## src/rtl/wino_tile_gen.sv

```systemverilog
// Builds overlapping N-sample tiles from a serial signed sample stream.
// Consecutive tiles step by M samples; a short row tail is zero-padded.
//  state  | meaning
//  FILL   | collecting the first N samples of a row
//  STRIDE | collecting M new samples for the next overlapping tile
//  PAD    | shifting zeros in to finish a short final tile
//  OUT    | tile presented on t_data, waiting for t_ready
module wino_tile_gen #(
  parameter int W = 10,
  parameter int N = 5,
  parameter int M = 3
) (
  input  logic           clk,
  input  logic           rst,
  input  logic           s_valid,
  output logic           s_ready,
  input  logic [W-1:0]   s_data,
  input  logic           s_last,
  output logic           t_valid,
  input  logic           t_ready,
  output logic [N*W-1:0] t_data,
  output logic           t_last
);

  localparam int CW = $clog2(N + 1);

  typedef enum logic [1:0] {FILL, STRIDE, PAD, OUT} state_t;

  state_t                  state_q, state_d;
  logic [CW-1:0]           cnt_q, cnt_d;
  logic [CW-1:0]           pad_q, pad_d;
  logic                    last_q, last_d;
  logic [N-1:0][W-1:0]     sr_q, sr_d;
  logic [CW-1:0]           cnt_inc;
  logic [CW-1:0]           tgt;
  logic                    shift_en;
  logic [W-1:0]            shift_val;

  always_comb begin
    state_d   = state_q;
    cnt_d     = cnt_q;
    pad_d     = pad_q;
    last_d    = last_q;
    sr_d      = sr_q;
    s_ready   = 1'b0;
    t_valid   = 1'b0;
    t_last    = 1'b0;
    shift_en  = 1'b0;
    shift_val = '0;
    cnt_inc   = cnt_q + 1'b1;
    tgt       = (state_q == FILL) ? CW'(N) : CW'(M);

    case (state_q)
      FILL, STRIDE: begin
        s_ready = !rst;
        if (s_valid && !rst) begin
          shift_en  = 1'b1;
          shift_val = s_data;
          cnt_d     = cnt_inc;
          if (cnt_inc == tgt) begin
            state_d = OUT;
            last_d  = s_last;
          end else if (s_last) begin
            state_d = PAD;
            pad_d   = tgt - cnt_inc;
          end
        end
      end
      PAD: begin
        shift_en = 1'b1;
        pad_d    = pad_q - 1'b1;
        if (pad_q == CW'(1)) begin
          state_d = OUT;
          last_d  = 1'b1;
        end
      end
      OUT: begin
        t_valid = 1'b1;
        t_last  = last_q;
        if (t_ready) begin
          cnt_d = '0;
          if (last_q) begin
            state_d = FILL;
            last_d  = 1'b0;
            sr_d    = '0;
          end else begin
            state_d = STRIDE;
          end
        end
      end
      default: state_d = FILL;
    endcase

    // sr[0] is the oldest sample; new samples (or pad zeros) enter at sr[N-1]
    if (shift_en) begin
      for (int i = 0; i < N - 1; i++) sr_d[i] = sr_q[i+1];
      sr_d[N-1] = shift_val;
    end
  end

  always_comb begin
    t_data = '0;
    for (int i = 0; i < N; i++) t_data[(N-1-i)*W +: W] = sr_q[i];
  end

  always_ff @(posedge clk) begin
    if (rst) begin
      state_q <= FILL;
      cnt_q   <= '0;
      pad_q   <= '0;
      last_q  <= 1'b0;
      sr_q    <= '0;
    end else begin
      state_q <= state_d;
      cnt_q   <= cnt_d;
      pad_q   <= pad_d;
      last_q  <= last_d;
      sr_q    <= sr_d;
    end
  end

endmodule

```

## config.mk

```make
export PLATFORM = sky130hd
export DESIGN_NAME = wino_tile_gen
export DESIGN_NICKNAME = d
export VERILOG_FILES = /design/src/rtl/wino_tile_gen.sv
export SDC_FILE = /design/constraint.sdc
export NUM_CORES = 1
export LEC_CHECK = 0
export CAP_MARGIN = 20
export CORE_MARGIN = 5
export CORE_UTILIZATION = 50
export DETAILED_ROUTE_END_ITERATION = 16
export PLACE_DENSITY = 0.83
export SLEW_MARGIN = 20
export SYNTH_ARGS = -nofsm -noshare
export SYNTH_HDL_FRONTEND = slang
export SYNTH_SLANG_ARGS = --single-unit
export TNS_END_PERCENT = 20
```

## constraint.sdc

```tcl
create_clock -name clk -period 3.89 [get_ports clk]
set_clock_uncertainty 0.05 [all_clocks]
set_input_delay 0.778 -clock clk [delete_from_list [all_inputs] [get_ports clk]]
set_output_delay 0.778 -clock clk [all_outputs]
set_load 0.1 [all_outputs]
```

==> flow_metrics.tcl, run 1 <==
set metrics [dict create \
    status "finished clean" \
    critPathArrivalTime_ns 1.94 \
    reg2reg_from "cnt_q[0]" \
    cp.depth 1 \
    ir_worst_vdd_uv 357 \
    clock_latency_ns 0.33 \
    coreArea_sq_mm 0.00441 \
    timing.hold.ws_ns 0.456 \
    worstMarginPinSlew_ns 1.01 \
    path_buf_inv 1 \
    path_max_fanout 3 \
    rsz0062_at_grt "false" \
    num-fill-cells 342 \
    wire_per_inst_microns 15.6 \
    powerDensity_mw_per_mm2 466 \
    relSlewSlack 0.327 \
    r2r_cells 6 \
    grt_use_total 0.197 \
    die_w_microns 77.8 \
    post-dp-hpwl_mm 3.73 \
    syn_nets 261 \
    synth_edf_count 0 \
    synth-seq-cells 59 \
    grt_pass1_vias 2060 \
    port_buffers 67 \
    worstPathRequired_ns 3.06 \
    finalCritPeriodShare 0.711 \
    post-route-util 0.728 \
    slowest_stage "clkdlybuf4s50_1" \
    drive_gt1_frac 0.0939 \
    setup_violations 0 \
    final_nets 324 \
    final_cell_mix "63 x clkdlybuf4s50_1, 59 x dfxtp_1, 54 x nor2_1, 51 x a22oi_1, 9 x clkbuf_8" \
    routed_wl_mm 5.65 \
    finalHoldViolCount 0 \
    tns_ns 0 \
    cts_made_buffers 9 \
    die_area_sq_mm 0.00605 \
    cts.repair.resized 0 \
    syn-instance-count 242 \
    cp_cell_sequence "clkdlybuf4s50_1" \
    vias_per_cell 5.60 \
    insertedDiodeCount 0 \
    worstHoldEndpoint "t_data[47]" \
    vias 2023 \
    path_class "flip-flop to output port" \
    post_cts_buffers 0 \
    r2r_end "state_q[0]" \
    min_delay_path_depth 2 \
    worst_setup_path_end_kind "output port" \
    htreeDepth 3 \
    grt_overflow 0 \
    grt_pass1_wl_mm 9.73 \
    cts_buffer_depth 2 \
    power_leakage_nw 1.20 \
    ant_nets 0 \
    cts_hold_buf 0 \
    drt_iter0_drc 134 \
    io_pins 68 \
    crit_family "buffers and inverters" \
    synth_ff_type "dfxtp_1" \
    min_from "t_data[47]" \
    timing.fmax_ghz 0.362 \
    die_y_microns 77.8 \
    start_util 0.520 \
    maxCapViolations 0 \
    max_stage_delay_ns 1.19 \
    drc 0 \
    gp_congestion 0.875 \
    r2r_setup_slack_ns 1.49 \
    mostFrequentLayoutCell "clkdlybuf4s50_1" \
    avgSynthCellArea_sq_um 9.49 \
    clock_sinks 59 \
    ys_warn_count 0 \
    clockRootBuffer "clkbuf_8" \
    async_flop_share 0 \
    ys_seq_area_frac 0.514 \
    synth_area_sq_mm 0.00230 \
    grt_max_degree 60 \
    min_path_type "flip-flop to flip-flop" \
    yosysUniqueCellTypes 36 \
    clk_pin_slew_ns 0.06 \
    syn2layout_area_growth_pct 39.9 \
    antenna_found_initial 0 \
    drt_pass1_iterations 4 \
    fin_crit_ns 2.76 \
    tritoncts "yes" \
    setup.worst_path.start_class "flip-flop" \
    drv_slew 0 \
    std_cell_rows 24 \
]
[kinds of logic (layout without fill, tap and decap cells)]
kind of cell	count (synthesis)	in the layout	synth area share
DFF	59	59	0.514
buffers and inverters	23	90	0.0408
xor gates and xnor gates	2	2	0.0142
muxes	5	5	0.0240
AOI/OAI and AO/OA	74	74	0.236
and+or+nand+nor	75	75	0.149
adders and majority gates	4	4	0.0218
[state kept, by name, indices dropped and copies added (netlist names)]
| register | flops |
|---|---|
| t_data | 50 |
| cnt_q | 3 |
| last_q | 1 |
| pad_q | 3 |
| state_q | 2 |
[Yosys cell counts (all sizes together) (4+ instances only)]
cell type	n	area share
a21oi	8	0.017
dfxtp	59	0.51
nor2	54	0.088
buf	6	0.013
ha	4	0.022
clkbuf	13	0.021
inv	4	0.0065
nand2	5	0.0082
mux2i	4	0.017
a22oi	51	0.17
[power by group]
group	switching (mW)	internal (mW)	total (mW)	leakage, nW
Combinational	0.149	0.0672	0.216	0.606
Clock	0.226	0.421	0.647	0.112
Sequential	0.0164	0.619	0.636	0.477
[how the worst max path moves through the flow]
stage,startpoint,end,slack (ns)
final,t_data[25],t_data[25],1.13
after global routing,t_data[25],t_data[25],1.09
after CTS,t_data[25],t_data[25],1.13
after detailed placement,s_valid,t_data[38],1.24
after global placement,s_valid,t_data[15],1.32
after floorplan,rst,s_ready,0.86
[layer usage]
metal,GRT usage,wire [microns],part of all wire,vias to the layer above
met5,0,0,0,-
met4,0.0876,102,0.018,0
met3,0.0660,379,0.067,9
met2,0.309,2580,0.46,62
met1,0.244,2580,0.46,953
li1,-,-,-,999
[cell type report]
cell class              instances  area, sq um  area share
flip-flops and latches         59         1180       0.368
multi-input cells             160         1030       0.322
repair buffers                 71          688       0.214
clock buffers                  10          128      0.0397
clock inverters                 5          103      0.0319
well taps                      52         65.1      0.0202
inverters                       4         15.0     0.00467
[per-stage QoR]
step | worst slack (ns) | instance area, sq um | instances | total power, mW
2_1_floorplan | 0.856 | 2300 | 242 | 0.807
3_3_place_gp | 1.32 | 2980 | 346 | 0.860
3_5_place_dp | 1.24 | 2980 | 346 | 0.863
4_1_cts | 1.13 | 3210 | 361 | 1.51
5_1_grt | 1.09 | 3210 | 361 | 1.55
6_report | 1.13 | 3210 | 361 | 1.50
No activity file was read; power rests on OpenSTA's default activity.
==> run 2, diff against run 1 <==
CORE_UTILIZATION = 46   (was 50)
PLACE_DENSITY = 0.77   (was 0.83)
clock period = 2.6 ns   (was 3.89 ns; I/O delays follow)
==> run 2 against run 1 <==
Sequential share of layout area rose by 0.72 points. Final cell count rose by 5.3%. Worst hold slack improved by 0.0074 ns. Total power rose by 48%. Final area fell by 1.9%. Sequential power rose by 49%. Global-route usage fell by 1.0 points. Critical path type is now flip-flop to flip-flop. Utilization fell by 6.9 points. Combinational power rose by 59%.
==> flow_metrics.tcl, run 2 (synthesis gave the netlist of run 1 again) <==
set metrics [dict create \
    powerDensity_mw_per_mm2 705 \
    setup_violations 0 \
    cts_made_buffers 9 \
    clock_sinks 59 \
    maxCapViolations 0 \
    clk_pin_slew_ns 0.07 \
    finalCritPeriodShare 0.915 \
    final_cell_mix "59 x dfxtp_1, 58 x buf_4, 54 x nor2_1, 51 x a22oi_1, 13 x clkdlybuf4s50_1" \
    vias 2026 \
    grt_max_degree 60 \
    die_y_microns 80.7 \
    final_nets 327 \
    port_buffers 67 \
    drt_pass1_iterations 5 \
    drc 0 \
    grt_overflow 0 \
    relSlewSlack 0.605 \
    die_w_microns 80.7 \
    fin_crit_ns 2.38 \
    std_cell_rows 25 \
    power_mw 2.22 \
    path_max_fanout 7 \
    antenna_found_initial 0 \
    io_pins 68 \
    coreArea_sq_mm 0.00479 \
    post-dp-hpwl_mm 3.86 \
    final_cell_area_sq_mm 0.00315 \
    insertedDiodeCount 0 \
    post_cts_buffers 0 \
    power_leakage_nw 1.32 \
    ir_worst_vdd_uv 387 \
    worstPathRequired_ns 2.81 \
    die_area_sq_mm 0.00651 \
    grt_pass1_vias 1904 \
    setup.worst_path.start_class "flip-flop" \
    ant_nets 0 \
    clockRootBuffer "clkbuf_8" \
    instances_no_fill 380 \
    status "finished clean" \
    rsz0062_at_grt "false" \
    vias_per_cell 5.33 \
    clock_latency_ns 0.33 \
    place_area_sq_mm 0.00292 \
    mostFrequentLayoutCell "dfxtp_1" \
    tns_ns 0 \
    htreeDepth 3 \
    gp_congestion 0.866 \
    drive_gt1_frac 0.265 \
    grt_pass1_wl_mm 9.20 \
    largest_register_ffs 50 \
    path_class "flip-flop to flip-flop" \
    wire_per_inst_microns 14.9 \
    timing.fmax_ghz 0.420 \
    syn2layout_area_growth_pct 37.2 \
    finalHoldViolCount 0 \
    worstMarginPinSlew_ns 0.593 \
    tritoncts "yes" \
    dp.cells 364 \
    cts_buffer_depth 2 \
    drv_slew 0 \
    grt_use_total 0.187 \
    min_path_type "flip-flop to flip-flop" \
    drt_iter0_drc 165 \
    start_util 0.480 \
    cts.repair.resized 0 \
    cts_hold_buf 0 \
    worst_setup_path_end_kind "flip-flop" \
    critPathArrivalTime_ns 2.59 \
    routed_wl_mm 5.67 \
]
## run 2: cell count changes in the layout (fill, tap and decap cells not counted), sizes merged
cell | before | now
clkbuf | 10 | 12
clkdlybuf4s50 | 63 | 13
buf | 8 | 61
bufinv | 3 | 2
## run 2: layout make-up
type	instances	area, sq um
fill	398	1630
sequential	59	1180
multi-input combinational	160	1030
timing repair buffer	74	611
clock buffer	12	155
tap	67	83.8
clock inverter	4	72.6
inverter	4	15.0
## run 2: final timing paths
path                            cells past startpoint         end  startpoint  slack (ns)
worst max-delay path                                6  state_q[0]    cnt_q[0]        0.22
worst min-delay path                                2  t_data[43]  t_data[43]        0.46
worst max register to register                      6  state_q[0]    cnt_q[0]        0.22
worst min register to register                      2  t_data[43]  t_data[43]        0.46
## run 2: where the power goes
group	switching, mW	internal (mW)	total (mW)
registers	0.0180	0.927	0.945
logic	0.234	0.110	0.344
clock network	0.344	0.590	0.934
## run 2: stage by stage
stage / utilization / hold slack, ns / setup slack (ns)
detailed placement: 0.611 / 0.452 / 0.207
floorplan: - / 0.420 / 0.0819
finish: 0.659 / 0.463 / 0.221
global route: 0.659 / 0.484 / 0.0683
global placement: 0.611 / 0.435 / 0.289
CTS: 0.659 / 0.468 / 0.204
## run 2: worst max-delay path: stages, from the launching register on
cell and delay [ns]:
dfxtp_1 0.45, ha_1 0.30, ha_1 0.33, or3b_2 0.44
mux2i_1 0.40, a31oi_1 0.16, o22ai_1 0.17
## run 2: layer usage
layer	up-vias	GRT usage	share of wire
li1	1007	-	-
met1	950	0.235	0.45
met2	65	0.272	0.45
met3	4	0.0897	0.091
met4	0	0.0743	0.0065
met5	-	0	0
==> variant 1: new RTL, settings of run 2 <==
Encoding of `state_t`: now one-hot (4 bits for 4 states).
--- a/src/rtl/wino_tile_gen.sv
+++ b/src/rtl/wino_tile_gen.sv
@@ -25,5 +25,5 @@
   localparam int CW = $clog2(N + 1);
 
-  typedef enum logic [1:0] {FILL, STRIDE, PAD, OUT} state_t;
+  typedef enum logic [3:0] {FILL = 4'b0001, STRIDE = 4'b0010, PAD = 4'b0100, OUT = 4'b1000} state_t;
 
   state_t                  state_q, state_d;
Formal check against the unedited RTL: no difference found for any inputs over 10 cycles, from zero or initial values and one cycle with rst high; not proved beyond that.
==> variant 1 against run 2 <==
- largest cell class is now multi-input combinational cells
- sequential cell count up 2
- setup slack lost 0.071 ns
- cell area grew 14%
- routed wire length increased by 22%
- synthesized area grew 20%
- via count grew 25%
- critical endpoint is now s_ready
Power is not compared: it rests on default switching activity, and its combinational part moved more than twofold at a synthesized area within 25%.
==> variant 1: results (changes against run 2) <==
Xor and xnor area share after synthesis - 0.0286 (+0.0145)
Placed cell area - 3370 um2 (+15%)
Vias/cell - 5.51 (+3.4%)
Global-route wire length before repair - 11.3 mm (+23%)
Met1 WL - 3.06 mm (+20%)
Status - complete, no violations
Synth area leaders - dfxtp_1, a21oi_1, nand3_1
Sequential-to-total area share from yosys stat - 0.444 (-0.0703)
M3 GR Usage - 0.0719 (-0.0178)
Cell variety after synth - 48 (+33%)
WP data arrival - 1.88 ns (-0.71 ns)
Iter 0 DRT Violations - 141 (-15%)
Syn Nets - 335 (+28%)
Worst path max stage delay - 0.53 ns (+0.08 ns)
DPL Wire Length - 4.59 mm (+19%)
Adder-cell share of the synthesized area - 0.0182 (-0.00360)
Multiplexer area fraction after synthesis - 0.0146 (-0.00941)
Largest net degree at the start of global routing - 65 (+8.3%)
Met3 wire length - 576 um (+12%)
Max layer used - met4
Routability cong. - 0.836 (-3.5%)
Fin nets - 397 (+21%)
Comb pwr - 1110 uW
Cells after synthesis - 316 (+31%)
Total length of routed wires - 6.94 mm (+22%)
Least-Margin Pin Slew - 0.647 ns (+0.0540 ns)
Met1 usage - 0.243 (+0.00805)
GR Layer Usage met2 - 0.288 (+0.0153)
All-Layer GR Usage - 0.190 (+0.00337)
Top cells by count, synth - dfxtp_1, a21oi_1, nand2_1
Met2 routed WL - 3.17 mm (+24%)
Fill count - 546 (+37%)
Synth Area in Compound Gates - 0.196 (-0.0398)
DRT Pass-1 Iters - 4 (-1)
## variant 1: cell count changes after synthesis, sizes merged, moves of 10 or more
cell / delta
nor2: -31
a22oi: -50
a32oi: +10
nand2: +40
nand3: +40
a21oi: +40
## variant 1: layout make-up
type / count / area [um2] / area share
Clock buffer: 10 / 128 / 0.0355
Clock inverter: 6 / 63.8 / 0.0177
Inverter: 5 / 18.8 / 0.00522
Multi-Input combinational cell: 224 / 1400 / 0.389
Sequential cell: 61 / 1220 / 0.340
Tap cell: 75 / 93.8 / 0.0261
Timing Repair Buffer: 77 / 671 / 0.186
## variant 1: critical path: cells and delay by family, from the launching register on
kind	cells	cell delay [ns]
and+or+nand+nor	2	0.35
xor gates and xnor gates	1	0.21
DFF	1	0.53
buffers and inverters	2	0.43
## variant 1: worst paths after layout
check | cells past startpoint | to | start | slack, ns
max | 5 | s_ready | state_q[0] | 0.15
min | 2 | t_data[43] | t_data[43] | 0.42
min reg2reg | 2 | t_data[43] | t_data[43] | 0.42
max reg2reg | 6 | pad_q[0] | state_q[0] | 0.44
## variant 1: what timing repair did
item                                    4_1_cts  5_1_grt
hold endpoints to repair                      0        0
buffers inserted                              0        2
endpoints found under the setup margin        0        1
gates resized for setup                       0        0
## variant 1: per-stage QoR
| stage | total power, uW | instances | worst slack, ns | TNS [ns] |
|---|---|---|---|---|
| 4_1_cts | 3020 | 455 | 0.0260 | 0 |
| 6_report | 3030 | 458 | 0.150 | 0 |
| 3_3_place_gp | 2200 | 439 | 0.0708 | 0 |
| 5_1_grt | 3190 | 458 | 0.00508 | 0 |
| 2_1_floorplan | 1970 | 316 | -0.269 | -0.334 |
| 3_5_place_dp | 2210 | 439 | 0.0489 | 0 |
==> variant 2: new RTL, settings of run 2 <==
Made on the original files. Set the parameter `N` to 6 (it was 5).
--- a/src/rtl/wino_tile_gen.sv
+++ b/src/rtl/wino_tile_gen.sv
@@ -8,5 +8,5 @@
 module wino_tile_gen #(
   parameter int W = 10,
-  parameter int N = 5,
+  parameter int N = 6,
   parameter int M = 3
 ) (
Ports: changed (resized t_data); port bits go from 68 to 78. No check against the original RTL was run, so the function may have changed too.
==> variant 2 against run 2 <==
- critical path depth fell by 3
- sequential cell count is 10 higher
- power is 13% higher
- non-clock buffer count up 9
- synthesized area grew 9.7%
- count of clock-buffer cells in the layout unchanged
- sequential power increased by 19%
- setup slack better by 0.21 ns
- cell area up 9.8%
- register-to-register slack improved by 0.51 ns
- routed wire length rose by 0.21%
- largest cell class unchanged
==> variant 2: results (changes against run 2) <==
Status - complete, no violations
Placed cell area - 3240 um2 (+11%)
DPL Wire Length - 4.03 mm (+4.5%)
Routability cong. - 0.921 (+6.4%)
Async SR Flop Fraction - 0 (unchanged)
Ys flop type - dfxtp_1
Clk buf depth - 2 (unchanged)
Vias/cell - 5.50 (+3.2%)
Fin nets - 322 (-1.5%)
Num CTS Buffers - 9 (unchanged)
WP data arrival - 1.60 ns (-0.99 ns)
Dpl cells - 363 (-0.27%)
Share of cells above drive strength 1 - 0.306 (+0.0410)
Int Pwr - 1760 uW (+8.0%)
Iter 0 DRT Violations - 130 (-21%)
Cell variety after synth - 46 (+28%)
# diodes - 0 (unchanged)
Vias - 2085 (+2.9%)
Critical path startpoint - rst
Worst vdd ir - 434 uV (+12%)
Number of global-route vias before repair - 1910 (+0.32%)
Post-DR wirelength/cell - 15.0 um (+0.48%)
Hold Startpoint - t_data[56]
H-tree Lvls - 3 (unchanged)
Pleak - 0.00149 uW (+13%)
Post-Place Worst Slack - 0.332 ns (+0.126 ns)
Sequential-to-total area share from yosys stat - 0.548 (+0.0337)
Initial antenna violation count - 0 (unchanged)
Worst-path clk slew - 0.07 ns (about the same)
Largest net degree at the start of global routing - 59 (-1.7%)
Worst-skew pair later-pin latency - 0.32 ns
Yosys warnings - 0 (unchanged)
Syn avg cell area - 11.3 um2 (+19%)
Post-CTS setup buffer count - 0 (unchanged)
RR Startpoint - cnt_q[0]
Synth area leaders - dfxtp_1, a22o_1, ha_1
Port Buffers - 77 (+15%)
DRT Pass-1 Iters - 4 (-1)
Global-route wire length before repair - 9.32 mm (+1.3%)
Fill count - 447 (+12%)
CTS resizes - 0 (unchanged)
All-Layer GR Usage - 0.160 (-0.0269)
Max reg flops - 60 (+20%)
Root Buffer - clkbuf_8
Syn Nets - 243 (-6.9%)
Least-Margin Pin Slew - 0.411 ns (-0.182 ns)
Worst hold path type - reg2reg
Die area - 7060 um2 (+8.5%)
CP max FO - 9 (+2)
Top cells by count, synth - dfxtp_1, a22o_1, buf_2
==> variant 2: cell count changes after synthesis, sizes merged, moves of 3 or more <==
cell,run 2,this run
inv,4,7
o21ai,2,6
clkbuf,13,2
buf,6,13
dfxtp,59,69
nor2,54,9
a22o,0,59
a22oi,51,1
nand2,5,8
==> variant 2: logic make-up after synthesis <==
| kind of cell | after synthesis | share of synthesized area |
|---|---|---|
| DFF | 69 | 0.548 |
| xor gates and xnor gates | 3 | 0.0134 |
| muxes | 3 | 0.0124 |
| buffers and inverters | 22 | 0.0452 |
| adders and majority gates | 5 | 0.0248 |
| AOI/OAI and AO/OA | 85 | 0.275 |
| and+or+nand+nor | 36 | 0.0809 |
==> variant 2: final cells by class <==
cell class	instances	area share
Timing Repair Buffer	83	0.205
Inverter	7	0.00759
Clock inverter	4	0.0159
Clock buffer	12	0.0477
Multi-Input combinational cell	132	0.299
Tap cell	72	0.0260
Sequential cell	69	0.399
==> variant 2: worst paths after layout <==
kind	end	slack, ns	depth (start not counted)
min reg2reg	t_data[56]	0.43	1
max reg2reg	pad_q[1]	0.73	5
max	s_ready	0.43	3
min	t_data[56]	0.43	1
==> variant 2: stage by stage <==
step	power (uW)	util	hold WS, ns
after global placement	1600	0.600	0.408
after floorplan	1490	-	0.396
after CTS	2530	0.640	0.432
after detailed placement	1610	0.600	0.406
after global routing	2600	0.640	0.441
final	2500	0.640	0.430
==> variant 2: layer usage <==
metal | wire length (um) | global-route usage | vias to the layer above
li1 | - | - | 1014
met1 | 2690 | 0.220 | 988
met2 | 2500 | 0.232 | 78
met3 | 455 | 0.0454 | 5
met4 | 38 | 0.0673 | 0
met5 | 0 | 0 | -
==> variant 2: worst max-delay path, stage by stage <==
cell,delay (ns)
clkdlybuf4s50_1,0.58
nor2_1,0.28
buf_12,0.21
==> variant 2: power by group through the flow <==
| stage | registers [uW] | clock network, uW | logic, uW |
|---|---|---|---|
| floorplan | 1320 | 0 | 171 |
| global placement | 1150 | 0 | 457 |
| detailed placement | 1150 | 0 | 462 |
| CTS | 1120 | 942 | 464 |
| global route | 1130 | 986 | 487 |
| finish | 1120 | 916 | 461 |
